--- src/rtl/pic_timer_pkg.sv ---
// Shared definitions for the midrange TMR0/WDT timer slice: OPTION bit
// positions, the TMR0 write-inhibit state encoding and the prescaler mask helper.
package pic_timer_pkg;

  // OPTION register bit positions
  localparam int unsigned T0CS_BIT = 5;
  localparam int unsigned T0SE_BIT = 4;
  localparam int unsigned PSA_BIT  = 3;
  localparam int unsigned PS_MSB   = 2;
  localparam int unsigned PS_LSB   = 0;
  localparam int unsigned PS_W     = PS_MSB - PS_LSB + 1;

  // Increment-inhibit sequence entered on every TMR0 write
  typedef enum logic [1:0] {
    INH_IDLE = 2'b00,
    INH_1    = 2'b01,
    INH_2    = 2'b10
  } inh_state_e;

  // Decoded OPTION fields used by the prescaler controller
  typedef struct packed {
    logic            t0cs;
    logic            t0se;
    logic            psa;
    logic [PS_W-1:0] ps;
  } option_t;

  // Low-bit mask whose all-ones condition marks a prescaler output tick:
  // PS selects division 2^(PS+1), so the mask is (2 << PS) - 1.
  function automatic logic [31:0] ps_mask(input logic [PS_W-1:0] ps);
    return (32'd2 << ps) - 32'd1;
  endfunction

endpackage

--- src/rtl/t0cki_edge_detect.sv ---
// T0CKI edge detector: optional 2-flop synchroniser (TMR0_T0CKI_SYNC_EN),
// T0SE polarity select, and a pending latch that holds a detected edge until
// the next q_tick consumes it.
module t0cki_edge_detect (
  input  logic clk,
  input  logic rst,
  input  logic t0cki_in,
  input  logic t0se,
  input  logic q_tick,
  output logic edge_evt
);

  logic pin_s;
  logic hist_q, hist_d;
  logic pend_q, pend_d;
  logic edge_seen;

`ifdef TMR0_T0CKI_SYNC_EN
  logic [1:0] sync_q, sync_d;

  // Two-stage shift toward the edge detector
  always_comb begin
    sync_d = {sync_q[0], t0cki_in};
  end

  // Synchroniser flops
  always_ff @(posedge clk) begin
    if (rst) begin
      sync_q <= '0;
    end else begin
      sync_q <= sync_d;
    end
  end

  assign pin_s = sync_q[1];
`else
  assign pin_s = t0cki_in;
`endif

  // Edge of the selected polarity; an edge seen in a q_tick clk stays pending
  // for the following q_tick so it is never lost.
  always_comb begin
    hist_d    = pin_s;
    edge_seen = t0se ? (hist_q & ~pin_s) : (~hist_q & pin_s);
    pend_d    = (pend_q & ~q_tick) | edge_seen;
    edge_evt  = pend_q & q_tick;
  end

  // History and pending flops
  always_ff @(posedge clk) begin
    if (rst) begin
      hist_q <= 1'b0;
      pend_q <= 1'b0;
    end else begin
      hist_q <= hist_d;
      pend_q <= pend_d;
    end
  end

endmodule

--- src/rtl/tmr0_prescaler_ctrl.sv ---
// TMR0 increment sequencer and TMR0/WDT prescaler arbiter for the midrange core.
// Build option: define TMR0_T0CKI_SYNC_EN to add a 2-flop T0CKI synchroniser.
// INHIBIT_CYCLES is expected to be at least 2.
module tmr0_prescaler_ctrl
  import pic_timer_pkg::*;
#(
  parameter int unsigned PRESCALER_W    = 8,
  parameter int unsigned INHIBIT_CYCLES = 2
) (
  input  logic                   clk,
  input  logic                   rst,
  input  logic                   q_tick,
  input  logic [7:0]             option_in,
  input  logic                   t0cki_in,
  input  logic                   tmr0_write_en,
  input  logic                   clrwdt_en,
  input  logic                   wdt_tick,
  output logic                   tmr0_inc_en,
  output logic                   wdt_inc_en,
  output logic [PRESCALER_W-1:0] prescaler_out
);

  localparam int unsigned INH_CNT_W =
    (INHIBIT_CYCLES > 2) ? $clog2(INHIBIT_CYCLES) : 1;

  option_t                opt;
  logic [1:0]             unused_opt_bits;
  logic                   ext_evt;
  logic                   src_evt;
  logic                   pre_evt;
  logic [PRESCALER_W-1:0] pre_mask;
  logic                   pre_clr;
  logic                   pre_tick;
  logic                   tmr0_tick;

  logic [PRESCALER_W-1:0] pre_q, pre_d;
  logic                   psa_q, psa_d;
  inh_state_e             inh_q, inh_d;
  logic [INH_CNT_W-1:0]   inh_cnt_q, inh_cnt_d;

  // Decode the OPTION fields this block consumes
  always_comb begin
    opt.t0cs        = option_in[T0CS_BIT];
    opt.t0se        = option_in[T0SE_BIT];
    opt.psa         = option_in[PSA_BIT];
    opt.ps          = option_in[PS_MSB:PS_LSB];
    unused_opt_bits = option_in[7:6];
  end

  t0cki_edge_detect u_edge (
    .clk      (clk),
    .rst      (rst),
    .t0cki_in (t0cki_in),
    .t0se     (opt.t0se),
    .q_tick   (q_tick),
    .edge_evt (ext_evt)
  );

  // Source selection, prescaler ownership and tick detection; a clear in the
  // same clk suppresses the tick as well as the increment.
  always_comb begin
    src_evt  = opt.t0cs ? ext_evt : q_tick;
    pre_evt  = opt.psa ? wdt_tick : src_evt;
    pre_mask = PRESCALER_W'(ps_mask(opt.ps));
    psa_d    = opt.psa;
    pre_clr  = (psa_q != opt.psa)
             | (tmr0_write_en & ~opt.psa)
             | (clrwdt_en & opt.psa);
    pre_tick = pre_evt & ((pre_q & pre_mask) == pre_mask) & ~pre_clr;
  end

  // Prescaler count: clear beats increment, PS changes act on the live count
  always_comb begin
    pre_d = pre_q;
    if (pre_clr) begin
      pre_d = '0;
    end else if (pre_evt) begin
      pre_d = pre_q + PRESCALER_W'(1);
    end
  end

  // Inhibit sequencer: a write always restarts at INH_1, q_ticks walk it home.
  // INH_2 is held for INHIBIT_CYCLES-1 q_ticks using a small counter.
  always_comb begin
    inh_d     = inh_q;
    inh_cnt_d = inh_cnt_q;
    if (tmr0_write_en) begin
      inh_d     = INH_1;
      inh_cnt_d = '0;
    end else if (q_tick) begin
      case (inh_q)
        INH_1: begin
          inh_d     = INH_2;
          inh_cnt_d = '0;
        end
        INH_2: begin
          if (inh_cnt_q == INH_CNT_W'(INHIBIT_CYCLES - 2)) begin
            inh_d     = INH_IDLE;
            inh_cnt_d = '0;
          end else begin
            inh_cnt_d = inh_cnt_q + INH_CNT_W'(1);
          end
        end
        default: begin
          inh_d     = INH_IDLE;
          inh_cnt_d = '0;
        end
      endcase
    end
  end

  // Output pulses, forced low while reset is held
  always_comb begin
    tmr0_tick     = opt.psa ? src_evt : pre_tick;
    tmr0_inc_en   = ~rst & tmr0_tick & (inh_q == INH_IDLE) & ~tmr0_write_en;
    wdt_inc_en    = ~rst & (opt.psa ? pre_tick : wdt_tick);
    prescaler_out = pre_q;
  end

  // State registers; psa_q reloads from OPTION so reset never reads as a PSA change
  always_ff @(posedge clk) begin
    if (rst) begin
      pre_q     <= '0;
      psa_q     <= option_in[PSA_BIT];
      inh_q     <= INH_IDLE;
      inh_cnt_q <= '0;
    end else begin
      pre_q     <= pre_d;
      psa_q     <= psa_d;
      inh_q     <= inh_d;
      inh_cnt_q <= inh_cnt_d;
    end
  end

endmodule
--- config.mk ---
export PLATFORM = sky130hd
export DESIGN_NAME = tmr0_prescaler_ctrl
export DESIGN_NICKNAME = d
export VERILOG_FILES = /design/src/rtl/pic_timer_pkg.sv /design/src/rtl/t0cki_edge_detect.sv /design/src/rtl/tmr0_prescaler_ctrl.sv
export SDC_FILE = /design/constraint.sdc
export NUM_CORES = 1
export LEC_CHECK = 0
export ABC_CLOCK_PERIOD_IN_PS = 2000
export CAP_MARGIN = 20
export CORE_MARGIN = 1.5
export CORE_UTILIZATION = 40
export CTS_CLUSTER_SIZE = 24
export DETAILED_ROUTE_END_ITERATION = 12
export GPL_TIMING_DRIVEN = 0
export PLACE_DENSITY = 0.72
export SKIP_LAST_GASP = 1
export SYNTH_ARGS = -nofsm -noshare
export SYNTH_HDL_FRONTEND = slang
export SYNTH_SLANG_ARGS = --single-unit
--- constraint.sdc ---
create_clock -name clk -period 2 [get_ports clk]
set_clock_uncertainty 0.15 [all_clocks]
set_input_delay 0.2 -clock clk [delete_from_list [all_inputs] [get_ports clk]]
set_output_delay 0.2 -clock clk [all_outputs]
set_load 0.01 [all_outputs]
==> results.md <==
- Clock Pin Slew Worst Setup and Hold Paths: 70 ps
- Final std cell area, no fill: 1229 sq um
- Number of H-tree levels: 1
- Die ar.: 2105 sq um
- Post-layout worst setup margin: -276.3 ps
- Total setup violations reported at the end of the flow: 2
- Hold/Removal Path Class: input pin to flip-flop
- Drt via density: 5.323
- Wire length of the first global-routing pass: 3505 microns
- RD Place Congestion: 0.8368
- Final core utilization: 71.16%
- Placed instance area: 987.2 sq um
- Number of remaining DRC errors: 0
- Worst hold path stage count: 2
- Dpl ws: -1159 ps
- Final TNS setup: -543.1 ps
- Kind of critical path: input pin to output pin
- Count of hold-fix buffers inserted at cts: 0
- Startpoint of the worst hold path: tmr0_write_en
- Critical Path Sink Type: output pin
- Die span in y: 45.89 microns
- Post-DRT Antenna Nets: 0
- Achievable frequency: 439.3 MHz
- Worst Hold Endpoint: inh_q[1]
- Share of flip-flops with an asynchronous set or reset: 0%
- Width of the die: 45.89 microns
- Critical path data arrival time: 1930 ps
- Number of hold violations in the final report: 0
- Number of diodes: 0
- CTS root buffer: sky130_fd_sc_hd__clkbuf_4
- Critical-path maximum fanout: 4
- Clock latency reported for the late side of the worst-skew pair: 280 ps
- Yosys cell types: 34
- Synth warnings: 0
- Area added between synthesis and finish: 67.01%
- Post-synthesis cell count: 91
- Failing checks: negative setup slack
- Total number of clock tree sinks: 13
- Post-layout minimum cycle time: 2276 ps
- Maximum Capacitance Violations: 0
- Worst hold slack across all endpoints: 176.1 ps
- Seq cells post-synth: 13
- Combinational share of power: 23.5%
- Core area: 1727 sq um
- Maximum number of pins on one net before global-route repair: 9
- Design internal power: 413.3 uW
- Top library cells by usage in the layout, fill and taps aside: sky130_fd_sc_hd__buf_4, sky130_fd_sc_hd__nor2_1, sky130_fd_sc_hd__dfxtp_1
- Total design power: 567.2 uW
- Final HPWL DP: 1325 microns
- Post-Route WL: 2205 microns
- Post-Syn Nets: 108
- Final Max Tran Viols: 0
- Maximum buffer depth of the clock tree: 2
- Crit Reg-Reg Startpoint: u_edge.pend_q
- Number of standard cells in the final layout excluding fillers: 158
- Worst vdd rail ir drop: 0.4276 mV
- End of the worst register-to-register path: prescaler_out[7]
- Pleak: 0.4793 nW
- Via total after detailed routing: 841
- Worst endpoint required time: 1650 ps
- Prevailing post-synth register cell: sky130_fd_sc_hd__dfxtp_1
- Count of input and output buffers: 22
- Antenna violations before repair: 0
- Netlist Area Pre-Place: 735.7 sq um
- Nets: 151
- Count of fill cells added during filler insertion: 144
- CTS tree: built
- Number of violations reported at the end of detailed-routing iteration 0: 20
- Initial Utilization: 42.61%
- Portion of the post-synthesis area used by sequential elements: 35.37%
- GR Util All Layers: 23.57%
- Routed length per instance: 13.96 microns
- Worst slew pin tran: 430.7 ps
- Unrepaired setup endpoints after global routing: true
- I/O pin count: 25
- Gr ovfl total: 0
- Register-to-Register Path Depth: 6
- Final worst path period share: 113.8%
- Switching component of the power: 154.0 uW
- Seq pwr share: 47.5%
- Row cnt: 15
- Critical path launch point: option_in[0]
- Vias in the first global route: 768
- Portion of total power attributed to the clock network: 29.1%
- Setup slack of the worst register-to-register path: 340 ps
- Average size of a mapped cell: 8.085 sq um
- Placed insts: 138
- Status: finished with violations
- Commonest non-fill, non-tap cell in the layout: sky130_fd_sc_hd__buf_4
- Initial DRT Pass Iterations: 4
- CTS Buf Count: 3
- Power density normalized to cell area: 461.7 nW/um^2
- EDFF count, synth: 0
- Fraction of power spent switching nets: 27.14%
- Worst relative slew slack: 71.24%
- Startpoint Class: input pin
- Share of cells above drive strength 1: 33.83%
-- area by class of cell --
class	instances	area [sq um]	share of cell area [%]
multi-input combinational	69	538.0	43.79
clock buffer	4	26.28	2.138
sequential	13	261.5	21.28
tap	25	31.28	2.546
inverter	7	28.78	2.342
buffer	1	3.754	0.3055
timing repair buffer	39	339.1	27.60
-- metal layers --
layer | vias up | wire (microns) | GRT usage [%]
met2 | 26 | 1085 | 39.17
li1 | 413 | - | -
met3 | 4 | 93 | 3.175
met1 | 398 | 1004 | 29.98
met4 | 0 | 22 | 10.29
met5 | - | 0 | 0
-- cell families (layout without fill, tap and decap cells) --
family / Yosys count / in the layout / synth area share [%]
AND/OR/NAND/NOR: 41 / 41 / 29.59
AO/OA/AOI/OAI: 18 / 18 / 16.33
flip-flops: 13 / 13 / 35.37
buffers and inverters: 9 / 51 / 5.612
XOR/XNOR: 7 / 7 / 8.333
adder cells (fa/ha/maj): 2 / 2 / 3.401
multiplexers: 1 / 1 / 1.361
-- worst max-delay path, stage by stage --
cell	delay (ps)
sky130_fd_sc_hd__buf_12	110
sky130_fd_sc_hd__nor2_4	110
sky130_fd_sc_hd__nand2_2	70
sky130_fd_sc_hd__ha_4	170
sky130_fd_sc_hd__xor2_1	170
sky130_fd_sc_hd__o31a_1	140
sky130_fd_sc_hd__o211ai_1	100
sky130_fd_sc_hd__buf_4	160
sky130_fd_sc_hd__or4_4	410
sky130_fd_sc_hd__o32ai_2	110
sky130_fd_sc_hd__buf_2	170
-- power by group through the flow --
stage               Clock (mW)  Combinational [mW]  Sequential [mW]
floorplan                    0              0.0460            0.274
global placement             0              0.0869            0.274
detailed placement           0              0.0898            0.275
CTS                      0.168               0.124            0.269
global route             0.183               0.144            0.270
finish                   0.165               0.133            0.269
-- registers in the layout (all words and copies together), names as in the netlist --
name and count:
prescaler_out 8, inh_q 2, psa_q 1, u_edge.hist_q 1, u_edge.pend_q 1
-- synth_stat cells, drive strengths merged, types with 3 or more instances --
| cell type | n | area [sq um] |
|---|---|---|
| dfxtp | 13 | 260.3 |
| nand4 | 3 | 25.02 |
| nor3 | 3 | 15.01 |
| a21oi | 6 | 30.03 |
| nor2 | 14 | 52.55 |
| inv | 7 | 26.28 |
| or4 | 3 | 26.27 |
| o21ai | 3 | 15.01 |
| nand2 | 6 | 22.52 |
| xor2 | 5 | 43.79 |
-- timing repair --
action	4_1_cts	5_1_grt
resized for setup	50	6
endpoints found under the hold margin	0	0
gates cloned	0	0
pin swaps	10	5
setup buffers	15	2
setup endpoints to repair	2	2
-- worst max path at each step --
stage,endpoint,slack [ps],cells after the start
after floorplan,tmr0_inc_en,60,8
after global placement,tmr0_inc_en,-1030,10
after detailed placement,tmr0_inc_en,-1160,10
after CTS,wdt_inc_en,-240,11
after global routing,tmr0_inc_en,-320,10
final,wdt_inc_en,-280,11
No activity file was read; power rests on OpenSTA's default activity.
